<file path="src/rtl/decode_stage.sv">
// decode_stage: registered RISC-V instruction decode between IFU and EXU.
//
// Decodes opcode, funct3/funct7, register indices and the sign-extended
// immediate for all base formats. It classifies the format (R=0 I=1 S=2
// B=3 U=4 J=5 ILL=7) and flags unsupported opcodes. Results leave
// through a 2-entry skid buffer (main + skid), so in_ready is a flop.
//
// Parameters: XLEN (32/64, immediate width; 64 enables OP-32/OP-IMM-32),
//             PC_W (PC width, passed through unchanged).
// Ports:
//   clk, rst (async, active-high), flush (drop both entries)
//   in_valid/in_ready/in_inst/in_pc      : IFU side handshake
//   out_valid/out_ready/out_*            : EXU side handshake + decoded fields
// Optional build macro DECODE_PERF_EN adds 64-bit counters perf_decoded
// (output transfers) and perf_stall (cycles with out_valid & !out_ready).
module decode_stage #(
  parameter int XLEN = 64,
  parameter int PC_W = 32
) (
  input  logic                   clk,
  input  logic                   rst,
  input  logic                   flush,
  input  logic                   in_valid,
  output logic                   in_ready,
  input  logic [31:0]            in_inst,
  input  logic [PC_W-1:0]        in_pc,
  output logic                   out_valid,
  input  logic                   out_ready,
  output logic [PC_W-1:0]        out_pc,
  output logic [6:0]             out_opcode,
  output logic [2:0]             out_funct3,
  output logic [6:0]             out_funct7,
  output logic [4:0]             out_rs1,
  output logic [4:0]             out_rs2,
  output logic [4:0]             out_rd,
  output logic signed [XLEN-1:0] out_imm,
  output logic [2:0]             out_fmt,
  output logic                   out_illegal
`ifdef DECODE_PERF_EN
  ,
  output logic [63:0]            perf_decoded,
  output logic [63:0]            perf_stall
`endif
);

  localparam logic [2:0] FMT_R = 3'd0, FMT_I = 3'd1, FMT_S = 3'd2, FMT_B = 3'd3,
                         FMT_U = 3'd4, FMT_J = 3'd5, FMT_ILL = 3'd7;

  localparam logic [6:0] OPC_OP       = 7'b0110011, OPC_OP32     = 7'b0111011,
                         OPC_OPIMM    = 7'b0010011, OPC_OPIMM32  = 7'b0011011,
                         OPC_LOAD     = 7'b0000011, OPC_JALR     = 7'b1100111,
                         OPC_MISCMEM  = 7'b0001111, OPC_SYSTEM   = 7'b1110011,
                         OPC_STORE    = 7'b0100011, OPC_BRANCH   = 7'b1100011,
                         OPC_LUI      = 7'b0110111, OPC_AUIPC    = 7'b0010111,
                         OPC_JAL      = 7'b1101111;

  typedef struct packed {
    logic [PC_W-1:0]        pc;
    logic [6:0]             opcode;
    logic [2:0]             funct3;
    logic [6:0]             funct7;
    logic [4:0]             rs1;
    logic [4:0]             rs2;
    logic [4:0]             rd;
    logic signed [XLEN-1:0] imm;
    logic [2:0]             fmt;
    logic                   illegal;
  } dec_t;

  // Every immediate is first assembled as a 32-bit value sign-extended from
  // inst[31]; this widens it to XLEN keeping the sign.
  function automatic logic signed [XLEN-1:0] sext32(input logic [31:0] v);
    logic signed [31:0] s;
    s = v;
    return XLEN'(s);
  endfunction

  dec_t dec_p0;
  dec_t main_p1, skid_p1;
  logic vld_p1, skid_vld_p1;
  logic in_xfer, out_xfer, main_free;

  // ---- stage p0: combinational decode of the incoming word ----
  always_comb begin
    dec_p0         = '0;
    dec_p0.pc      = in_pc;
    dec_p0.opcode  = in_inst[6:0];
    dec_p0.funct3  = in_inst[14:12];
    dec_p0.funct7  = in_inst[31:25];
    dec_p0.fmt     = FMT_ILL;
    case (in_inst[6:0])
      OPC_OP:                                   dec_p0.fmt = FMT_R;
      OPC_OP32:    if (XLEN == 64)              dec_p0.fmt = FMT_R;
      OPC_OPIMM, OPC_LOAD, OPC_JALR,
      OPC_MISCMEM, OPC_SYSTEM:                  dec_p0.fmt = FMT_I;
      OPC_OPIMM32: if (XLEN == 64)              dec_p0.fmt = FMT_I;
      OPC_STORE:                                dec_p0.fmt = FMT_S;
      OPC_BRANCH:                               dec_p0.fmt = FMT_B;
      OPC_LUI, OPC_AUIPC:                       dec_p0.fmt = FMT_U;
      OPC_JAL:                                  dec_p0.fmt = FMT_J;
      default:                                  dec_p0.fmt = FMT_ILL;
    endcase
    dec_p0.illegal = (dec_p0.fmt == FMT_ILL);
    // Register fields and immediate are only exposed where the format has them.
    case (dec_p0.fmt)
      FMT_R: begin
        dec_p0.rs1 = in_inst[19:15];
        dec_p0.rs2 = in_inst[24:20];
        dec_p0.rd  = in_inst[11:7];
      end
      FMT_I: begin
        dec_p0.rs1 = in_inst[19:15];
        dec_p0.rd  = in_inst[11:7];
        dec_p0.imm = sext32({{20{in_inst[31]}}, in_inst[31:20]});
      end
      FMT_S: begin
        dec_p0.rs1 = in_inst[19:15];
        dec_p0.rs2 = in_inst[24:20];
        dec_p0.imm = sext32({{20{in_inst[31]}}, in_inst[31:25], in_inst[11:7]});
      end
      FMT_B: begin
        dec_p0.rs1 = in_inst[19:15];
        dec_p0.rs2 = in_inst[24:20];
        dec_p0.imm = sext32({{19{in_inst[31]}}, in_inst[31], in_inst[7],
                             in_inst[30:25], in_inst[11:8], 1'b0});
      end
      FMT_U: begin
        dec_p0.rd  = in_inst[11:7];
        dec_p0.imm = sext32({in_inst[31:12], 12'b0});
      end
      FMT_J: begin
        dec_p0.rd  = in_inst[11:7];
        dec_p0.imm = sext32({{11{in_inst[31]}}, in_inst[31], in_inst[19:12],
                             in_inst[20], in_inst[30:21], 1'b0});
      end
      default: ;
    endcase
  end

  assign in_xfer   = in_valid & in_ready;
  assign out_xfer  = vld_p1 & out_ready;
  assign main_free = ~vld_p1 | out_xfer;

  // ---- stage p1: main/skid registers ----
  // in_ready always equals !skid_vld_p1, so an input transfer can never
  // coincide with a full skid entry.
  always_ff @(posedge clk or posedge rst) begin
    if (rst) begin
      vld_p1      <= 1'b0;
      skid_vld_p1 <= 1'b0;
      in_ready    <= 1'b1;
      main_p1     <= '0;
      skid_p1     <= '0;
    end else if (flush) begin
      vld_p1      <= 1'b0;
      skid_vld_p1 <= 1'b0;
      in_ready    <= 1'b1;
    end else if (main_free) begin
      if (skid_vld_p1) begin
        main_p1     <= skid_p1;
        vld_p1      <= 1'b1;
        skid_vld_p1 <= 1'b0;
        in_ready    <= 1'b1;
      end else begin
        vld_p1 <= in_xfer;
        if (in_xfer) main_p1 <= dec_p0;
      end
    end else if (in_xfer) begin
      skid_p1     <= dec_p0;
      skid_vld_p1 <= 1'b1;
      in_ready    <= 1'b0;
    end
  end

  assign out_valid   = vld_p1;
  assign out_pc      = main_p1.pc;
  assign out_opcode  = main_p1.opcode;
  assign out_funct3  = main_p1.funct3;
  assign out_funct7  = main_p1.funct7;
  assign out_rs1     = main_p1.rs1;
  assign out_rs2     = main_p1.rs2;
  assign out_rd      = main_p1.rd;
  assign out_imm     = main_p1.imm;
  assign out_fmt     = main_p1.fmt;
  assign out_illegal = main_p1.illegal;

`ifdef DECODE_PERF_EN
  // A transfer in a flush cycle is discarded, so it is not counted as decoded.
  always_ff @(posedge clk or posedge rst) begin
    if (rst) begin
      perf_decoded <= '0;
      perf_stall   <= '0;
    end else begin
      if (out_xfer && !flush)     perf_decoded <= perf_decoded + 64'd1;
      if (vld_p1 && !out_ready)   perf_stall   <= perf_stall + 64'd1;
    end
  end
`endif

endmodule

</file>
<file path="config.mk">
export PLATFORM = sky130hd
export DESIGN_NAME = decode_stage
export DESIGN_NICKNAME = d
export VERILOG_FILES = /design/src/rtl/decode_stage.sv
export SDC_FILE = /design/constraint.sdc
export NUM_CORES = 1
export LEC_CHECK = 0
export BUFFER_PORTS_ARGS = -buffer_cell sky130_fd_sc_hd__buf_2
export CAP_MARGIN = 20
export CORE_MARGIN = 4
export CORE_UTILIZATION = 59
export DETAILED_ROUTE_END_ITERATION = 12
export PLACE_DENSITY_LB_ADDON = 0.05
export RECOVER_POWER = 50
export SYNTH_ARGS = -nofsm -noshare
export SYNTH_HDL_FRONTEND = slang
export SYNTH_SLANG_ARGS = --single-unit
</file>
<file path="constraint.sdc">
create_clock -name clk -period 11.8 [get_ports clk]
set_clock_uncertainty 0.2 [all_clocks]
set_input_delay 1.18 -clock clk [delete_from_list [all_inputs] [get_ports clk]]
set_output_delay 1.18 -clock clk [all_outputs]
set_load 0.03 [all_outputs]
</file>
# After elaboration in Yosys (flattened, before gate mapping)
# Index checks and enable logic that the tools add are counted.
# word_totals
ff_bits	267
# classes
eq_ne	20
mux	17
n_bitwise	6
n_reduce_logical	13
# op_table
operator	count
one-hot mux 64 bit (5 select lines)	1
two-way mux 132 bit	2
== test 7 x 6 -> 1 bit, second input constant	4
== test 7 bit, second input constant	4
== test 7 x 5 -> 1 bit, second input constant	3
one-hot mux 3 bit (6 select lines)	1
two-way mux 5 bit	3
two-way mux 1 bit	10
== test 3 bit, second input constant	3
OR reduction 4 bit	2
== test 7 x 2 -> 1 bit, second input constant	1
== test 7 x 4 -> 1 bit, second input constant	1
== test 3 x 2 -> 1 bit, second input constant	2
AND reduction 3 bit	2
OR reduction 6 bit	1
nonzero test 2 bit	2
OR reduction 2 bit	2
== test 3 x 1 -> 1 bit, second input constant	1
zero test 3 bit	1
!= test 3 bit, second input constant	1
inverter 1 bit	3
nonzero test 3 bit	1
OR reduction 3 bit	1
AND 1 bit	2
other kinds (2)	2

# Depth between registers and ports, before layout
# Gate-level depths: netlist of run 1.
# logic_depth
word_depth	8
ltp_mapped	13
mapped_depth_nobuf	9

# Least setup slack after synthesis of run 1
# Ideal clock, no wire load.
# synth_timing
kind	input-to-reg
start	input port in_inst[4]
end	register skid_p1[16] in the netlist's numbering
arrival_ns	3.596
stages	13
path_slack_ns	7.917
path_cell_list	clkbuf_2 -> nand4b_1 -> nor3_2 -> inv_2 -> buf_1 -> ha_1 -> or4_1 -> nor2_1 -> and2_1 -> buf_4 -> buf_2 -> a211oi_1 -> a22oi_1
# synth_via
elab_chain_len	5
# synth_rtl
item	line_no	source
start, declared	25	input logic [31:0] in_inst,
== test 7 x 5 -> 1 bit, or another cell as far along	91	case (in_inst[6:0])
OR reduction 6 bit (no source line), or another cell as far along	--	
one-hot mux 3 bit (6 select lines) *	91	
== test 3 bit, or another cell as far along	105	case (dec_p0.fmt)
one-hot mux 64 bit (5 select lines) *	105	
end signal, assigned	169	skid_p1 <= dec_p0;
end, declared	79	dec_t main_p1, skid_p1;
# Mark *: on every way between the ends. The rest lies on a longest branch, timed or not.
# A chain may end at the register's enable or synchronous reset.

==> results.md, run 1 <==
* Run status: finished with violations
* Failing checks: max-capacitance violations, max-slew violations
* Hold buffer count at cts at 0
* Peak supply drop at around 0.12 mV
* Worst path required time at 11.10 ns
* Placeable Area at 15770 µm²
* Synthesized area per cell at between 9 and 10 µm²
* Post-Syn Area at around 9500 µm²
* Multi-input gate area at between 3000 and 4000 µm²
* Critical path launch point type: input port
* Yosys top cell area share at 0.5344
* Floorplan row count at 46
* WL per Instance at ~18 µm
* DRT Pass-1 Iters at 7
* Reg2Reg Depth at 3
* Routed Antenna Nets at 0
* P_leak at around 0.0049 µW
* Vias in the first global route at about 7700
* Final setup fails at 0
* Htree depth at 1
* WL final at 24290 µm
* Mapped Nets at between 1000 and 1500
* Clock sink count at around 200
* WHS Path Cells at 2
* Worst path top cell family by delay: buffers and inverters
* Layout Area Growth over Synthesis at 14.78%
* Post-CTS resize count at 0
* Final hold viol count at 0
* Final period util at 0.4559
* PD cells at around 170 nW/µm²
* Reg area at 5081 µm²
* Non-Filler Instances at 1373
* CTS tree: yes
* Die area at roughly 18000 µm²
* Final min period at 5.380 ns
* Hold Path Class: reg -> reg
* Antenna violations before repair at 0
* Async set-reset flop share out of synthesis at 1.000
* Flops & latches, synth at 203
* Most common cell after layout, fill and taps aside: nand2_1
* Max incr delay on CP at 3.27 ns
* Kind of critical path: in -> async
* 1st-iter DRT viols at a little under 700
* Total power at 1881 µW
* Inserted Clock Buffers at 21
* Worst-path clk slew at 0.06 ns
* Total global routing overflow at 0
* Fmax at approximately 190 MHz
* Layout net count at ~1200
* CTS root buffer: clkbuf_16
* Max-Cap Viols at 3
* Pin count of the biggest net entering global routing at around 140
* Post-CTS Setup Inserts at 0
* First-pass GRT wire length at ~39000 µm
* Slowest CP cell: clkinvlp_2
* I/O pin count at around 200
* Worst rel slew slack at -2.989
* Worst path buffer plus inverter count at 2
* Critical-path cell list: buf_2, clkinvlp_2
* Cell variety after synth at 59
* CP arrival at about 4.7 ns
* FILL cells at roughly 1400
* Post-detail-place hpwl at approximately 15000 µm
* Tightest Pin Transition at 5.951 ns
* Worst skew pair latency at 0.50 ns
* Residual DRC at 0
* Gp weighted congestion at between 0.8 and 0.9
* Ys flop type: dfrtp_1
* Vias per cell at approximately 5.7
* CP endpoint kind: asynchronous set/reset pin
* Share of layout cells above drive strength 1 at 0.1426
* Synth area leaders: dfrtp_1 (53%), nand2_1 (9.7%), o21ai_0 (5.4%), mux2i_1 (5.2%), buf_4 (2.7%)
* Cell count after placement at 1336
* Post-synth EDFFs at 0
* Via Count at a little under 8000
* Most frequent cells in the layout: nand2_1 (245), dfrtp_1 (202), clkbuf_1 (104)
* PortBufs at just over 200
* Diode count at 0
* Worst path depth at 2
* Register area share after synthesis at 0.5372
* Chip height at roughly 130 µm
* Final setup TNS at 0 ns
* Clock Tree Buf Depth at 3
* Initial core utilization at 0.5998
* Unrepaired setup endpoints after global routing: false
* Largest area contributor in the netlist: dfrtp_1
* Die W at approximately 130 µm
* Cells after synthesis at a little over 1000
* Max FO, Critical Path at between 100 and 150
* Yosys warns at 0
* GRT Total Usage at 0.2624
* Final Slew Violations at between 200 and 250
## report_power, final
group / leakage [µW] / switching (µW) / internal [µW] / total [µW]
logic: 0.00193 / 240 / 90.8 / 331
clock network: 0.000357 / 274 / 409 / 683
registers: 0.00260 / 60.0 / 807 / 867
## cell type report
class / instances / share of cell area
Multi-Input combinational cell: 681 / 0.3456
Inverter: 26 / 0.009104
Tap cell: 216 / 0.02489
Sequential cell: 203 / 0.4680
Clock inverter: 8 / 0.008989
Clock buffer: 29 / 0.05670
Timing Repair Buffer: 210 / 0.08667
## state kept, by name, summed over array words and instances, names as in the netlist
name / cells
out_funct7: 7
skid_vld_p1: 1
out_rd: 5
out_valid: 1
out_rs2: 5
in_ready: 1
out_illegal: 1
out_rs1: 5
out_pc: 32
out_fmt: 3
out_funct3: 3
out_imm: 32
out_opcode: 7
skid_p1: 100
## path summary, 6_finish.rpt
kind | slack [ns] | start | to
min in group asynchronous | 2.33 | rst | out_pc[8]$_DFFE_PP0P_
worst max-delay path | 6.42 | rst | out_pc[0]$_DFFE_PP0P_
worst min-delay path | 0.27 | out_pc[23]$_DFFE_PP0P_ | out_pc[23]$_DFFE_PP0P_
max in group clk | 6.86 | skid_vld_p1$_DFFE_PP0P_ | out_opcode[6]$_DFFE_PP0P_
worst max register to register | 6.86 | skid_vld_p1$_DFFE_PP0P_ | out_opcode[6]$_DFFE_PP0P_
worst min register to register | 0.27 | out_pc[23]$_DFFE_PP0P_ | out_pc[23]$_DFFE_PP0P_
## metal layers
metal / up-vias / global-route usage / part of all wire
li1: 3733 / - / -
met1: 3746 / 0.3703 / 0.44
met2: 279 / 0.4297 / 0.48
met3: 35 / 0.03838 / 0.064
met4: 0 / 0.07296 / 0.021
met5: - / 0 / 0
## cells by family after synthesis
logic type               count (synthesis)  share of synthesized area
AND/OR/NAND/NOR                        387                     0.1823
AO/OA/AOI/OAI                          241                     0.1553
flip-flops                             203                     0.5372
buffers and inverters                  132                    0.06865
multiplexers                            50                    0.05304
adder cells (fa/ha/maj)                  2                   0.002645
XOR/XNOR                                 1                  0.0009261
## metrics by stage
step / instance area, µm² / util / hold WS, ns / worst slack (ns)
floorplan: 9459 / - / 0.2408 / 4.883
global placement: 10280 / 0.6521 / 0.2527 / 7.401
detailed placement: 10280 / 0.6521 / 0.2602 / 7.217
CTS: 11000 / 0.6973 / 0.2731 / 7.756
global route: 10860 / 0.6884 / 0.2888 / 5.345
finish: 10860 / 0.6884 / 0.2747 / 6.420
## Yosys cell counts (all sizes together), types with 2 or more instances
cell / instances
ha: 2
nand3: 16
a211oi: 11
o21ai: 112
dfrtp: 202
nor3b: 2
o22ai: 5
a32oi: 4
inv: 26
nand4b: 2
nor2: 38
nor3: 17
mux2i: 49
a2bb2oi: 8
and2: 3
o211ai: 8
a21o: 4
a31o: 2
a22o: 2
and3: 13
or3: 15
or4: 2
buf: 51
a21oi: 33
clkbuf: 55
nand4: 22
nor4: 3
a22oi: 8
nand2: 245
a31oi: 28
o31ai: 12
nor2b: 3
Note: power is estimated with default switching activity, not from simulation.
==> inputs of run 2 (changes only) <==
- CORE_UTILIZATION: 59 -> 55
- clock period: 11.8 -> 5.5 ns (I/O delays scaled with it)
==> run 2 against run 1 <==
Compared with the run above: the run still ends with max-capacitance violations, max-slew violations left; worst setup slack lost 4.3 ns; die area rose by 6.8%; final area increased by 0.63%; combinational power is 110% higher.
==> results.md, run 2 (synthesis gave the netlist of run 1 again) <==
* Peak supply drop at 0.2659 mV (+120%)
* Most frequent cells in the layout: nand2_1 (245), dfrtp_1 (202), clkbuf_1 (105)
* Post-detail-place hpwl at 15740 µm (+2.7%)
* PortBufs at 202 (unchanged)
* CTS tree: yes
* Slowest CP cell: and2_1
* Critical path launch point type: input port
* First-pass GRT wire length at 40250 µm (+3.4%)
* Final Slew Violations at 73 (-69%)
* Diode count at 0 (unchanged)
* Final setup TNS at 0 ns (unchanged)
* Max incr delay on CP at 0.58 ns (-2.69 ns)
* Antenna violations before repair at 0 (unchanged)
* Total global routing overflow at 0 (unchanged)
* Max-Cap Viols at 1 (-2)
* I/O pin count at 203 (unchanged)
* CP arrival at 3.61 ns (-1.07 ns)
* P_leak at 0.004915 µW (+0.57%)
* Vias in the first global route at 7627 (-0.50%)
* 1st-iter DRT viols at 570 (-16%)
* WL final at 24500 µm (+0.86%)
* Final hold viol count at 0 (unchanged)
* Max reg flops at 100 (unchanged)
* CP endpoint kind: flip-flop
* Placeable Area at 16700 µm² (+5.9%)
* Critical R2R Launch: skid_vld_p1$_DFFE_PP0P_
* Max FO, Critical Path at 16 (-88%)
* Floorplan row count at 47 (+2.2%)
* Clock Tree Buf Depth at 3 (unchanged)
* Htree depth at 1 (unchanged)
* Worst path top cell family by delay: simple AND/OR/NAND/NOR gates
* Failing checks: max-capacitance violations, max-slew violations
* Final WS setup at 2.096 ns (-4.324 ns)
* Via Count at 7788 (-0.064%)
* Critical path's most frequent cell: and2_1
* DRT Pass-1 Iters at 7 (unchanged)
* Residual DRC at 0 (unchanged)
* Run status: finished with violations
* Inserted Clock Buffers at 22 (+4.8%)
* Layout net count at 1218 (+0.33%)
* Critical-path cell list: buf_2, and2_1, o211a_1, inv_2, ha_1, or4_1, nor2_1, and2_1, a211oi_1, a22oi_1
* Final min period at approximately 3.4 ns
* Place WS at 1.615 ns (-5.602 ns)
* PD cells at 373.6 nW/µm² (+120%)
* Final setup fails at 0 (unchanged)
* Final period util at 0.6188
* Tightest Pin Transition at 1.792 ns (-4.160 ns)
* Worst-path clk slew at 0.06 ns (about the same)
* CTS root buffer: clkbuf_16
* Chip height at 139.1 µm (+3.4%)
* Die W at 139.1 µm (+3.4%)
* Hold Path Class: in -> reg
* Clock sink count at 203 (unchanged)
* Most common cell after layout, fill and taps aside: nand2_1
* WHS Path Cells at 3 (+1)
* Routed Antenna Nets at 0 (unchanged)
* Reg2Reg Depth at 6 (+3)
* Initial core utilization at 0.5664 (-0.03343)
* Die area at 19360 µm² (+6.8%)
* Share of layout cells above drive strength 1 at 0.1438 (+0.001231)
* Fin area at 10930 µm² (+0.63%)
* Layout Area Growth over Synthesis at 15.50%
* Worst skew pair latency at 0.49 ns (about the same)
* FILL cells at 1495 (+9.8%)
* Vias per cell at 5.639 (-0.64%)
* Worst path required time at 5.71 ns (-5.39 ns)
* GRT Total Usage at 0.2487 (-0.01371)
* Unrepaired setup endpoints after global routing: false
* Hold Crit Start: in_pc[7]
* Placed cell areas at 10300 µm² (+0.16%)
* CP Launch Point: in_inst[1]
* Worst path depth at 10 (+8)
* Kind of critical path: in -> reg
* Worst path buffer plus inverter count at 2 (unchanged)
* Gp weighted congestion at 0.8544 (-1.1%)
* Fmax at around 300 MHz
* Utilization after layout at 0.6542 (-0.03425)
* Total power at 4082 µW (+120%)
* Most flop-heavy register: skid_p1
* WL per Instance at 17.74 µm (+0.28%)
* Pin count of the biggest net entering global routing at 80 (-42%)
* Worst rel slew slack at -0.1944 (+2.795)
[run 2: worst min-delay path: stages]
cell and delay [ns]:
buf_2 0.09, nand2_1 0.04, nand2_1 0.04
[run 2: worst paths after layout]
path | slack, ns | endpoint
min in group asynchronous | 0.45 | out_funct7[0]$_DFFE_PP0P_
min | 0.06 | skid_p1[107]$_DFFE_PP0P_
max in group asynchronous | 2.56 | out_imm[17]$_DFFE_PP0P_
min reg2reg | 0.27 | skid_p1[12]$_DFFE_PP0P_
max | 2.10 | skid_p1[20]$_DFFE_PP0P_
max reg2reg | 2.16 | out_imm[21]$_DFFE_PP0P_
[run 2: stage by stage]
step / hold slack, ns / cells
after floorplan: 0.2408 / 1016
after global placement: 0.2548 / 1342
after detailed placement: 0.2593 / 1342
after CTS: 0.04256 / 1381
after global routing: 0.05603 / 1381
final: 0.05674 / 1381
[run 2: timing repair]
item	CTS	global route
hold endpoints to repair	11	0
buffers inserted	0	0
gates resized for setup	0	0
hold buffers	1	0
[run 2: routing by layer]
metal | up-vias | track usage | routed length (µm)
met1 | 3724 | 0.3538 | 10620
met3 | 33 | 0.03483 | 1655
met2 | 286 | 0.4117 | 11800
met5 | - | 0 | 0
li1 | 3745 | - | -
met4 | 0 | 0.05355 | 426
[run 2: final cells by class]
type / instances / area [µm²] / area share
repair buffers: 213 / 967.2 / 0.08852
clock buffers: 33 / 673.1 / 0.06161
well taps: 220 / 275.3 / 0.02519
flip-flops and latches: 203 / 5081 / 0.4651
inverters: 26 / 98.84 / 0.009047
multi-input cells: 681 / 3752 / 0.3434
clock inverters: 5 / 77.57 / 0.007100
[run 2: where the power goes]
| group | switching, µW | internal [µW] |
|---|---|---|
| logic | 514 | 195 |
| clock network | 581 | 935 |
| registers | 127 | 1730 |
==> inputs of run 3 (changes only) <==
- ABC_AREA: not set -> 1
- clock period: 5.5 -> 3.43 ns (I/O delays scaled with it)
==> run 3 against run 2 <==
Compared with the run above: the run ends with negative hold slack, max-capacitance violations, max-slew violations left; final cell count is 17% higher; wire length is 0.45% higher; sequential power is 59% higher; combinational power is 79% higher; non-clock buffer count is 67 higher; critical path depth is 10 higher; via count is 6.7% higher.
==> results.md, run 3 <==
* Flops & latches, synth at 203 (unchanged)
* Via Count at 8308 (+6.7%)
* Peak supply drop at 0.3712 mV (+40%)
* Die area at 19360 µm² (about the same)
* Post-synth EDFFs at 0 (unchanged)
* Post-synthesis simple-gate area fraction at 0.2108 (+0.02849)
* Total global routing overflow at 0 (unchanged)
* Htree depth at 1 (unchanged)
* Share of layout cells above drive strength 1 at 0.1618 (+0.01791)
* PD cells at 581.3 nW/µm² (+56%)
* Final hold viol count at 1 (+1)
* Most flop-heavy register: skid_p1
* Post-Syn Area at 9457 µm² (about the same)
* Post-CTS Setup Inserts at 0 (unchanged)
* Worst path required time at 3.59 ns (-2.12 ns)
* Total power at 6811 µW (+67%)
* Synthesized area per cell at 8.062 µm² (-13%)
* Hold Path Class: in -> reg
* Yosys top cell area share at 0.5345 (about the same)
* Yosys warns at 0 (unchanged)
* CP endpoint kind: flip-flop
* Gp weighted congestion at 0.8791 (+2.9%)
* WL per Instance at 15.28 µm (-14%)
* Layout Area Growth over Synthesis at 23.89%
* Synth Area in Compound Gates at 0.1614 (+0.006127)
* Final setup fails at 0 (unchanged)
* RR Endpoint: skid_p1[69]$_DFFE_PP0P_
* Max FO, Critical Path at 20 (+4)
* Largest family of logic cells by synthesized area: simple AND/OR/NAND/NOR gates
* Clock Tree Buf Depth at 3 (unchanged)
* Most common cell in the netlist: nand2_1
* Mapped Nets at 1244 (+14%)
* Chip height at 139.1 µm (about the same)
* Max reg flops at 100 (unchanged)
* Post-detail-place hpwl at 15520 µm (-1.4%)
* Kind of critical path: in -> reg
* Top cells by count, synth: nand2_1 (370), o21ai_0 (210), dfrtp_1 (202)
* Post-synthesis xor/xnor area fraction at 0 (-0.0009259)
* Initial core utilization at 0.5662 (about the same)
* Critical R2R Launch: out_valid$_DFFE_PP0N_
* Register area share after synthesis at 0.5373 (about the same)
* Most common cell after layout, fill and taps aside: nand2_1
* Final min period at roughly 3 ns
* Layout net count at 1446 (+19%)
* Cells after synthesis at 1173 (+15%)
* 1st-iter DRT viols at 638 (+12%)
* P_leak at 0.006196 µW (+26%)
* Unrepaired setup endpoints after global routing: false
* DRT Pass-1 Iters at 5 (-2)
* Clock sink count at 203 (unchanged)
* Die W at 139.1 µm (about the same)
* Tightest Pin Transition at 2.023 ns (+0.2315 ns)
* Most frequent cells in the layout: nand2_1 (370), o21ai_0 (210), dfrtp_1 (202)
* Worst hold slack at -0.0001033 ns (-0.05685 ns)
* Async set-reset flop share out of synthesis at 1.000 (unchanged)
* PortBufs at 202 (unchanged)
* Placeable Area at 16700 µm² (unchanged)
* Final Slew Violations at 205 (+180%)
* Cell variety after synth at 30 (-49%)
* Worst rel slew slack at -0.3488 (-0.1543)
* Worst-path clk slew at 0.06 ns (about the same)
* First-pass GRT wire length at 39860 µm (-0.96%)
* WHS Endpoint: skid_p1[90]$_DFFE_PP0P_
* Fmax at approximately 330 MHz
* Failing checks: negative hold slack, max-capacitance violations, max-slew violations
* Run status: finished with violations
* CTS root buffer: clkbuf_16
* Final period util at 0.8747
* Synth area leaders: dfrtp_1 (53%), nand2_1 (15%), o21ai_0 (11%), inv_1 (2.7%), buf_4 (2.6%)
* Diode count at 0 (unchanged)
* Worst skew pair latency at 0.50 ns (about the same)
* Floorplan row count at 47 (unchanged)
* Final setup TNS at 0 ns (unchanged)
* Ys flop type: dfrtp_1
* GRT Total Usage at 0.2472 (-0.001535)
* Setup slack, reg-to-reg at 1.07 ns (-1.09 ns)
* Residual DRC at 0 (unchanged)
* Hold Crit Start: in_inst[12]
* CTS tree: yes
* I/O pin count at 203 (unchanged)
* Inserted Clock Buffers at 22 (unchanged)
* Antenna violations before repair at 0 (unchanged)
* Reg2Reg Depth at 9 (+3)
* Post-synthesis mux area share at 0 (-0.05304)
* WHS Path Cells at 3 (unchanged)
* Max-Cap Viols at 2 (+1)
* Pin count of the biggest net entering global routing at 158 (+98%)
* WL final at 24610 µm (+0.45%)
* CP arrival at 3.16 ns (-0.45 ns)
* Critical path launch point type: input port
* Routed Antenna Nets at 0 (unchanged)
* Vias in the first global route at 7640 (+0.17%)
* Vias per cell at 5.157 (-8.6%)
* Largest area contributor in the netlist: dfrtp_1
* Adder-Cell Fraction of Synth Area at 0.002646 (about the same)
## run 3: cell type report
class	count	area, µm²
clock inverter	9	145.1
timing repair buffer	280	1693
inverter	82	319.1
fill	1423	4985
tap	220	275.3
multi-input combinational	786	3547
sequential	203	5081
clock buffer	31	655.6
## run 3: how the worst max path moves through the flow
stage	start	endpoint	cells past startpoint
after floorplan	rst	out_fmt[0]$_DFFE_PP0P_	1
after global placement	in_inst[4]	out_imm[30]$_DFFE_PP0P_	20
after detailed placement	in_inst[4]	out_imm[22]$_DFFE_PP0P_	20
after CTS	in_inst[1]	skid_p1[34]$_DFFE_PP0P_	20
after global routing	in_inst[1]	out_imm[22]$_DFFE_PP0P_	20
final	in_inst[1]	skid_p1[34]$_DFFE_PP0P_	20
## run 3: critical path: stages
cell,delay [ns]
dlygate4sd3_1,0.53
buf_2,0.15
nand2_1,0.12
nor2_1,0.07
nand2_1,0.09
nand2_1,0.10
inv_2,0.14
ha_1,0.17
inv_1,0.05
nor2_2,0.15
nand4_2,0.21
nand3_2,0.15
inv_2,0.08
nand2_2,0.16
nand2_1,0.07
nand2_1,0.06
buf_4,0.25
o21ai_1,0.11
nand2_1,0.06
o21ai_0,0.09
## run 3: kinds of logic after synthesis
logic type	Yosys count
AOI/OAI and AO/OA	290
adders and majority gates	2
buffers and inverters	184
DFF	203
and+or+nand+nor	494
## run 3: where the power goes
part / switching (µW) / internal [µW] / leakage, µW / total (µW)
Combinational: 890 / 381 / 0.00317 / 1270
Clock: 948 / 1630 / 0.000399 / 2580
Sequential: 191 / 2770 / 0.00263 / 2960
Total: 2030 / 4780 / 0.00620 / 6810
## run 3: per-layer routing
metal	vias up	wire length (µm)	part of all wire	track usage
met5	-	0	0	0
met4	0	409	0.017	0.05767
met3	31	1422	0.058	0.03276
met2	250	11570	0.47	0.3958
met1	3868	11210	0.46	0.3630
li1	4159	-	-	-
## run 3: timing repair
| action | in CTS | in global routing |
|---|---|---|
| hold buffers | 61 | 1 |
| resized for setup | 0 | 0 |
| endpoints found under the hold margin | 267 | 1 |
## run 3: stage by stage
stage	cell area [µm²]	utilization	hold slack, ns	instances	worst slack [ns]
floorplan	9460	-	0.2190	1173	0.2575
global placement	10410	0.6231	0.2582	1509	0.6094
detailed placement	10410	0.6231	0.2600	1509	0.4782
CTS	11820	0.7076	0.00002998	1610	0.4569
global route	11720	0.7015	0.009637	1611	0.1954
finish	11720	0.7015	-0.0001033	1611	0.4299
